<file path="config.mk">
export PLATFORM = sky130hd
export DESIGN_NAME = ps2_cmd_sequencer
export DESIGN_NICKNAME = d
export VERILOG_FILES = /design/src/rtl/ps2_cmd_sequencer.sv
export SDC_FILE = /design/constraint.sdc
export NUM_CORES = 1
export LEC_CHECK = 0
export CAP_MARGIN = 10
export CORE_MARGIN = 1.5
export CORE_UTILIZATION = 54
export DETAILED_ROUTE_END_ITERATION = 10
export PLACE_DENSITY = 0.81
export SLEW_MARGIN = 20
export SYNTH_ARGS = -nofsm -noshare
export SYNTH_HDL_FRONTEND = slang
export SYNTH_SLANG_ARGS = --single-unit
</file>
<file path="constraint.sdc">
create_clock -name iClk -period 3.71 [get_ports iClk]
set_input_delay 0.742 -clock iClk [delete_from_list [all_inputs] [get_ports iClk]]
set_output_delay 0.742 -clock iClk [all_outputs]
set_load 0.03 [all_outputs]
</file>
<file path="src/rtl/ps2_cmd_sequencer.sv">
// PS/2 keyboard command sequencer.
// Issues the reset command (FF) out of reset and waits for ACK (FA) and the
// self-test result (AA/FC). It then serves LED update requests with the
// ED + value exchange. Every byte gets MAX_RETRY retransmissions; a retry is
// triggered by a tx failure, a resend (FE) or a response timeout. Bytes that
// the sequencer does not consume go to the scancode translator.
// Ports:
//   iClk, iRstN          clock, synchronous active-low reset
//   iLedReq, iLed        LED update request pulse and {caps,num,scroll}
//   iRxValid, iRxData    received byte from the PS/2 device
//   oTx, oTxData         one-cycle transmit request and byte
//   iTxOk, iTxFail       transmit completion status from the device
//   oRxValid, oRxData    forwarded scancode byte
//   oBusy                high whenever the sequencer is not IDLE
//   oError               one-cycle pulse when retries are exhausted
//   oLedState            last LED value acknowledged by the keyboard
module ps2_cmd_sequencer #(
  parameter int unsigned ACK_TIMEOUT = 20000,
  parameter int unsigned MAX_RETRY   = 3
) (
  input  logic       iClk,
  input  logic       iRstN,
  input  logic       iLedReq,
  input  logic [2:0] iLed,
  input  logic       iRxValid,
  input  logic [7:0] iRxData,
  output logic       oTx,
  output logic [7:0] oTxData,
  input  logic       iTxOk,
  input  logic       iTxFail,
  output logic       oRxValid,
  output logic [7:0] oRxData,
  output logic       oBusy,
  output logic       oError,
  output logic [2:0] oLedState
);

  localparam int unsigned TimeoutW = 16;
  localparam int unsigned RetryW   = (MAX_RETRY < 1) ? 1 : $clog2(MAX_RETRY + 1);

  localparam logic [7:0] CmdReset  = 8'hFF;
  localparam logic [7:0] CmdLed    = 8'hED;
  localparam logic [7:0] RspAck    = 8'hFA;
  localparam logic [7:0] RspResend = 8'hFE;
  localparam logic [7:0] RspBatOk  = 8'hAA;
  localparam logic [7:0] RspBatErr = 8'hFC;

  typedef enum logic [3:0] {
    RST_TX, RST_WAIT, RST_ACK, RST_BAT, IDLE,
    LCMD_TX, LCMD_WAIT, LCMD_ACK, LVAL_TX, LVAL_WAIT, LVAL_ACK
  } stateT;

  stateT                state, stateNext, retryTarget, ackState;
  logic                 pending, pendingNext, clearPending;
  logic [2:0]           ledLatch, ledLatchNext, ledStateNext;
  logic [RetryW-1:0]    retryCnt, retryNext;
  logic [TimeoutW-1:0]  timeoutCnt, timeoutNext, timeoutInc;
  logic                 timeoutHit, retryEvent, consume;
  logic                 txNext, rxValidNext, errorNext, busyNext;
  logic [7:0]           txDataNext, rxDataNext;
  logic                 rxAck, rxResend, rxBatOk, rxBatErr, rxSpecial;

  // Response decode and saturating timeout increment
  always_comb begin
    rxAck      = iRxValid && (iRxData == RspAck);
    rxResend   = iRxValid && (iRxData == RspResend);
    rxBatOk    = iRxValid && (iRxData == RspBatOk);
    rxBatErr   = iRxValid && (iRxData == RspBatErr);
    rxSpecial  = rxAck || rxResend || rxBatOk || rxBatErr;
    timeoutInc = (&timeoutCnt) ? timeoutCnt : timeoutCnt + TimeoutW'(1);
    timeoutHit = 32'(timeoutInc) >= ACK_TIMEOUT;
  end

  // Byte group of the current state: where a retry restarts, where tx ok goes
  always_comb begin
    retryTarget = RST_TX;
    ackState    = RST_ACK;
    case (state)
      LCMD_TX, LCMD_WAIT, LCMD_ACK: begin
        retryTarget = LCMD_TX;
        ackState    = LCMD_ACK;
      end
      LVAL_TX, LVAL_WAIT, LVAL_ACK: begin
        retryTarget = LVAL_TX;
        ackState    = LVAL_ACK;
      end
      default: begin
        retryTarget = RST_TX;
        ackState    = RST_ACK;
      end
    endcase
  end

  // Next-state and registered-output logic
  always_comb begin
    stateNext    = state;
    txNext       = 1'b0;
    txDataNext   = oTxData;
    ledLatchNext = ledLatch;
    ledStateNext = oLedState;
    errorNext    = 1'b0;
    retryNext    = retryCnt;
    timeoutNext  = '0;
    clearPending = 1'b0;
    consume      = 1'b0;
    retryEvent   = 1'b0;

    case (state)
      RST_TX: begin
        txNext     = 1'b1;
        txDataNext = CmdReset;
        stateNext  = RST_WAIT;
      end
      LCMD_TX: begin
        txNext     = 1'b1;
        txDataNext = CmdLed;
        stateNext  = LCMD_WAIT;
      end
      LVAL_TX: begin
        txNext     = 1'b1;
        txDataNext = {5'b0, ledLatch};
        stateNext  = LVAL_WAIT;
      end
      RST_WAIT, LCMD_WAIT, LVAL_WAIT: begin
        timeoutNext = timeoutInc;
        // A simultaneous ok+fail is a fail
        if (iTxFail || timeoutHit) begin
          retryEvent = 1'b1;
        end else if (iTxOk) begin
          stateNext   = ackState;
          timeoutNext = '0;
        end
      end
      RST_ACK, LCMD_ACK, LVAL_ACK: begin
        timeoutNext = timeoutInc;
        consume     = rxSpecial;
        if (rxAck) begin
          retryNext   = '0;
          timeoutNext = '0;
          if (state == RST_ACK) begin
            stateNext = RST_BAT;
          end else if (state == LCMD_ACK) begin
            stateNext = LVAL_TX;
          end else begin
            stateNext    = IDLE;
            ledStateNext = ledLatch;
          end
        end else if (rxResend || timeoutHit) begin
          retryEvent = 1'b1;
        end
      end
      RST_BAT: begin
        timeoutNext = timeoutInc;
        consume     = rxSpecial;
        if (rxBatOk) begin
          stateNext = IDLE;
          retryNext = '0;
        end else if (rxBatErr) begin
          stateNext = IDLE;
          retryNext = '0;
          errorNext = 1'b1;
        end else if (timeoutHit) begin
          retryEvent = 1'b1;
        end
      end
      IDLE: begin
        // LED value is captured only here so retries resend the same value
        if (pending) begin
          stateNext    = LCMD_TX;
          ledLatchNext = iLed;
          clearPending = 1'b1;
        end
      end
      default: stateNext = RST_TX;
    endcase

    if (retryEvent) begin
      if (32'(retryCnt) < MAX_RETRY) begin
        retryNext = retryCnt + RetryW'(1);
        stateNext = retryTarget;
      end else begin
        retryNext = '0;
        errorNext = 1'b1;
        stateNext = IDLE;
      end
    end

    pendingNext = iLedReq || (pending && !clearPending);
    rxValidNext = iRxValid && !consume;
    rxDataNext  = rxValidNext ? iRxData : oRxData;
    busyNext    = (stateNext != IDLE);
  end

  // State and output registers
  always_ff @(posedge iClk) begin
    if (!iRstN) begin
      state      <= RST_TX;
      oTx        <= 1'b0;
      oTxData    <= 8'h00;
      oRxValid   <= 1'b0;
      oRxData    <= 8'h00;
      oError     <= 1'b0;
      oLedState  <= 3'b000;
      oBusy      <= 1'b1;
      pending    <= 1'b0;
      ledLatch   <= 3'b000;
      retryCnt   <= '0;
      timeoutCnt <= '0;
    end else begin
      state      <= stateNext;
      oTx        <= txNext;
      oTxData    <= txDataNext;
      oRxValid   <= rxValidNext;
      oRxData    <= rxDataNext;
      oError     <= errorNext;
      oLedState  <= ledStateNext;
      oBusy      <= busyNext;
      pending    <= pendingNext;
      ledLatch   <= ledLatchNext;
      retryCnt   <= retryNext;
      timeoutCnt <= timeoutNext;
    end
  end

endmodule

</file>
### Word level (Yosys, flattened, before mapping)

Cells that the tools add are included.

| storage, ports and cells | value |
|---|---|
| bits in registers | 49 |
| bits in latches | 0 |
| bits in writable memories | 0 |
| memory bits (read-only) | 0 |
| input bits | 17 |
| output and inout port bits | 23 |
| word-level logic and storage cells | 103 |
| memories kept | 0 |

| operators by class | value |
|---|---|
| $add $sub $neg | 2 |
| multipliers | 0 |
| divide/modulo/power cells | 0 |
| magnitude comparators | 2 |
| eq/ne operators | 17 |
| shift operators | 0 |
| mux-type cells | 41 |
| bitwise gates (word level) | 2 |
| reduce and logical (&&, ||, !) cells | 27 |

Operator list:

| operator | number |
|---|---|
| two-way mux 16 bit | 4 |
| one-hot mux 16 bit (3 select lines) | 1 |
| two-way mux 4 bit | 10 |
| == test 8 bit, second input constant | 4 |
| one-hot mux 4 bit (7 select lines) | 1 |
| one-hot mux 8 bit (3 select lines) | 1 |
| adder 16 x 1 -> 16 bit, second input constant | 1 |
| == test 4 x 3 -> 1 bit, second input constant | 4 |
| >= comparator 16 x 15 -> 1 bit, second input constant | 1 |
| one-hot mux 4 bit (2 select lines) | 2 |
| AND reduction 16 bit | 1 |
| two-way mux 1 bit | 15 |
| OR reduction 3 bit | 5 |
| == test 4 bit, second input constant | 3 |
| two-way mux 2 bit | 5 |
| == test 4 x 2 -> 1 bit, second input constant | 2 |
| logical AND 1 bit | 6 |
| logical OR 1 bit | 6 |
| nonzero test 3 bit | 2 |
| == test 4 x 1 -> 1 bit, second input constant | 1 |
| logical NOT 4 bit | 1 |
| != test 4 x 3 -> 1 bit, second input constant | 1 |
| != test 4 bit, second input constant | 1 |
| one-hot mux 2 bit (2 select lines) | 1 |
| 10 further kinds | 12 |

### Longest topological paths before layout

| depth | value |
|---|---|
| depth after elaboration | 9 |
| depth in mapped cells | 10 |
| gate-level depth less buffers | 9 |

### Worst setup path before layout

No wires, ideal clock.

| timing path | value |
|---|---|
| path type | input port to flip-flop |
| start | input port iRxData[6] |
| end | register oBusy |
| setup time | 0.134 ns |
| data arrival time | 2.572 ns |
| data required time | 3.576 ns |
| slack | 1.004 ns |
| cell stages on the path | 8 |
| buffers on the path | 1 |
| path through | or4b_2 -> a211oi_1 -> o21ai_0 -> a31oi_1 -> a32o_1 -> buf_6 -> mux2i_1 -> nand4_1 |

| between the ends | value |
|---|---|
| word-level cells in the longest chain between the ends | 8 |
| elaborated cells between the ends (all ways) | 20 |
| classes of those cells | eq/ne: 5; mux: 10; reduce/logical: 5 |

RTL lines:

| what | RTL line | RTL |
|---|---|---|
| start: declaration | 26 | `input logic [7:0] iRxData,` |
| == test 8 bit | 66 | `rxResend = iRxValid && (iRxData == RspResend);` |
| logical AND 1 bit | 66 |  |
| logical OR 1 bit | 148 | `end else if (rxResend \|\| timeoutHit) begin` |
| two-way mux 1 bit | 148 |  |
| two-way mux 1 bit | 137 | `if (rxAck) begin` |
| one-hot mux 1 bit (3 select lines) | 108 | `case (state)` |
| two-way mux 4 bit * | 177 | `if (retryEvent) begin` |
| != test 4 x 3 -> 1 bit * | 191 | `busyNext = (stateNext != IDLE);` |
| end signal: assignment | 217 | `oBusy <= busyNext;` |
| end: declaration | 33 | `output logic oBusy,` |

Every way passes the cells marked *; elsewhere a longest branch is shown, timed or not.
A chain may end at the register's enable or synchronous reset.

### Worst setup path in the final report

Same ends and word-level chain as after synthesis.

==> flow_summary.json <==
{
  "postSynth.topFlopCell": "sky130_fd_sc_hd__dfxtp_1",
  "cts_buffers": 5,
  "gr-total-overflow": 0,
  "cp_required_ns": 3.88,
  "cp-start-kind": "input pin",
  "synth.net_count": 326,
  "area_of_the_die_um2": 5190,
  "hold_path_startpoint": "oRxData[5]",
  "yosysSeqAreaShare_pct": 35.7,
  "max-cap-violations": 0,
  "hold_end": "oRxData[5]",
  "antenna_violating_nets_post_route": 0,
  "initial_utilization_pct": 57.6,
  "htreeDepth": 2,
  "finalCoreUtilization_pct": 66.8,
  "ios": 40,
  "vias": 2338,
  "vias_per_cell": 6.01,
  "die-height_um": 72.1,
  "clk_tree_root_cell": "sky130_fd_sc_hd__clkbuf_8",
  "synth_warnings": 0,
  "wl_per_cell_um": 15.1,
  "relative_slew_slack_pct": 52.9,
  "outcome": "completed",
  "setup_total_negative_slack_ns": 0,
  "syn_area_um2": 2580,
  "critical_path.reg2reg.startpoint": "timeoutCnt[0]",
  "insertedDiodeCount": 0,
  "grtUsageTotal_pct": 23.5,
  "cts.path.max_buffers": 2,
  "power-per-cell-area_nw_per_um2": 390,
  "maxClockFrequency_ghz": 0.306,
  "avgSynthCellArea_um2": 8.39,
  "timing_hold_violations_final": 0,
  "via_count_of_the_first_global_routing_pass": 2116,
  "post-synth-top-area-cell": "sky130_fd_sc_hd__dfxtp_1",
  "cp.arrival_ns": 3.43,
  "yosysTopAreaCellShare_pct": 35.7,
  "final-max-slew-violation-count": 0,
  "area_delta_synth_final_pct": 16.0,
  "max_slew.worst_pin.slew_ns": 0.705,
  "place.detailed.hpwl_um": 4190,
  "placement.io_buffers": 39,
  "cts_hold_buf": 0,
  "clkSlewWorstSetupHoldPaths_ns": 0.08,
  "row_count": 24,
  "layout_min_cycle_time_ns": 3.27,
  "cts_tree": "yes",
  "largest_cells_by_area_after_synthesis": "sky130_fd_sc_hd__dfxtp_1, sky130_fd_sc_hd__mux2i_1, sky130_fd_sc_hd__nor2_1",
  "remaining_drc_errors": 0,
  "routabilityCongestion": 0.875,
  "grt_pass1_wl_um": 9760,
  "first_iter_violations": 164,
  "die_width_um": 72.1,
  "ir_worst_vdd_v": 0.000256,
  "setup-violations-final": 0,
  "maximum_number_of_pins_on_one_net_before_global_route_repair": 38,
  "leakage_uw": 0.00113,
  "final_layout_size_suffix_gt1_share_pct": 8.90,
  "coreArea_um2": 4470,
  "synthCells": 307,
  "yosys.cell_types.count": 64,
  "synth-seq-cells": 46,
  "worstRegToRegCells": 10,
  "clock_skew_ns": 0.00881,
  "r2r-end": "timeoutCnt[12]",
  "setup.worst_path.end_class": "flip-flop",
  "timing_worst_setup_path_type": "input pin to flip-flop",
  "worst-r2r-setup-slack_ns": 0.69,
  "cts_resized": 0,
  "async_flop_share_pct": 0,
  "synth_enable_flop_cells": 0,
  "firstDrtPassIters": 5,
  "cts_post_setup_buffers_inserted": 0,
  "unrepaired_setup_endpoints_after_global_routing": "no",
  "num-nets-final": 356,
  "worst_hold_path_type": "flip-flop to flip-flop",
  "fin_crit_sh_pct": 88.1,
  "worstPathMaxFanout": 10,
  "worstSkewPairLatency_ns": 0.30,
  "postRouteWirelength_um": 5870,
  "timing.hold.worst_path_depth": 2,
  "grt_antenna_before_repair": 0,
  "cts_sinks": 46
}
## state kept, by name (all words and copies together), names as in the netlist, 2 cells and up
signal	cells
state	4
ledLatch	3
oRxData	8
timeoutCnt	16
oTxData	5
oLedState	3
retryCnt	2
## critical path: stages
cell and delay, ns:
sky130_fd_sc_hd__clkdlybuf4s50_1 0.48, sky130_fd_sc_hd__or4b_2 0.73, sky130_fd_sc_hd__a211oi_1 0.41, sky130_fd_sc_hd__o21ai_0 0.13, sky130_fd_sc_hd__a31oi_1 0.18, sky130_fd_sc_hd__a32o_1 0.38
sky130_fd_sc_hd__mux2i_1 0.27, sky130_fd_sc_hd__nand4_1 0.11
## routing by layer
metal  share of wire (%)  vias up  GRT usage, %
li1                    -     1180             -
met1                  46     1095          31.5
met2                  48       58          38.0
met3                 5.5        5          5.00
met4                 1.1        0          7.97
met5                   0        -             0
## power breakdown
part	internal, uW	leakage [uW]	switching (uW)
Combinational	129	0.000713	185
Sequential	525	0.000375	36.6
Clock	127	0.0000438	164
## final cells by class
cell class	instances	area, um^2
repair buffers	44	428
inverters	8	30.0
flip-flops and latches	46	921
well taps	52	65.1
clock inverters	2	10.0
fillers	384	1490
multi-input cells	232	1470
clock buffers	5	68.8
## cell usage in the layout, fill, tap and decap left out, types with 3 or more instances in the layout
cell,instances
sky130_fd_sc_hd__dfxtp_1,46
sky130_fd_sc_hd__clkdlybuf4s50_1,39
sky130_fd_sc_hd__nor2_1,34
sky130_fd_sc_hd__nand2_1,31
sky130_fd_sc_hd__mux2i_1,20
sky130_fd_sc_hd__nor3_1,20
sky130_fd_sc_hd__o21ai_0,19
sky130_fd_sc_hd__a21oi_1,15
sky130_fd_sc_hd__nand4_1,9
sky130_fd_sc_hd__inv_1,7
sky130_fd_sc_hd__nand3_1,7
sky130_fd_sc_hd__xnor2_1,5
sky130_fd_sc_hd__clkbuf_8,5
sky130_fd_sc_hd__buf_4,5
sky130_fd_sc_hd__xor2_1,4
sky130_fd_sc_hd__o21a_1,3
sky130_fd_sc_hd__nand4b_1,3
sky130_fd_sc_hd__nor4_1,3
sky130_fd_sc_hd__a211oi_1,3
sky130_fd_sc_hd__a31oi_1,3
## stage by stage
stage               hold WS [ns]  instances  power [uW]  setup WS [ns]  instance area [um^2]
floorplan                  0.473        307         792           1.00                  2580
CTS                        0.507        389        1170          0.507                  2990
finish                     0.497        389        1170          0.443                  2990
global route               0.533        389        1220          0.282                  2990
global placement           0.466        382         880          0.262                  2910
detailed placement         0.488        382         884          0.192                  2910
## cell families after synthesis
group                      synth area share (%)
DFF                                        35.7
adders and majority gates                 0.971
and+or+nand+nor                            27.9
xor gates and xnor gates                   3.06
muxes                                      7.77
buffers and inverters                      7.33
AOI/OAI and AO/OA                          17.2
## cells in the mapped netlist, types with 4 or more instances
library cell and number:
sky130_fd_sc_hd__dfxtp_1 46, sky130_fd_sc_hd__nor2_1 34, sky130_fd_sc_hd__nand2_1 31, sky130_fd_sc_hd__mux2i_1 20, sky130_fd_sc_hd__nor3_1 20, sky130_fd_sc_hd__o21ai_0 19, sky130_fd_sc_hd__a21oi_1 15, sky130_fd_sc_hd__nand4_1 9
sky130_fd_sc_hd__inv_1 7, sky130_fd_sc_hd__nand3_1 7, sky130_fd_sc_hd__buf_4 6, sky130_fd_sc_hd__clkbuf_1 6, sky130_fd_sc_hd__buf_6 5, sky130_fd_sc_hd__xnor2_1 5, sky130_fd_sc_hd__xor2_1 4
## worst max-delay path by stage
stage | start | depth (start not counted) | end
2_1_floorplan | iRxData[6] | 8 | oBusy
3_3_place_gp | iRxData[6] | 8 | oBusy
3_5_place_dp | iRxData[2] | 8 | oBusy
4_1_cts | iRxData[6] | 8 | oBusy
5_1_grt | timeoutCnt[0] | 10 | timeoutCnt[12]
6_report | iRxData[6] | 8 | oBusy
No activity file was read; power rests on OpenSTA's default activity.
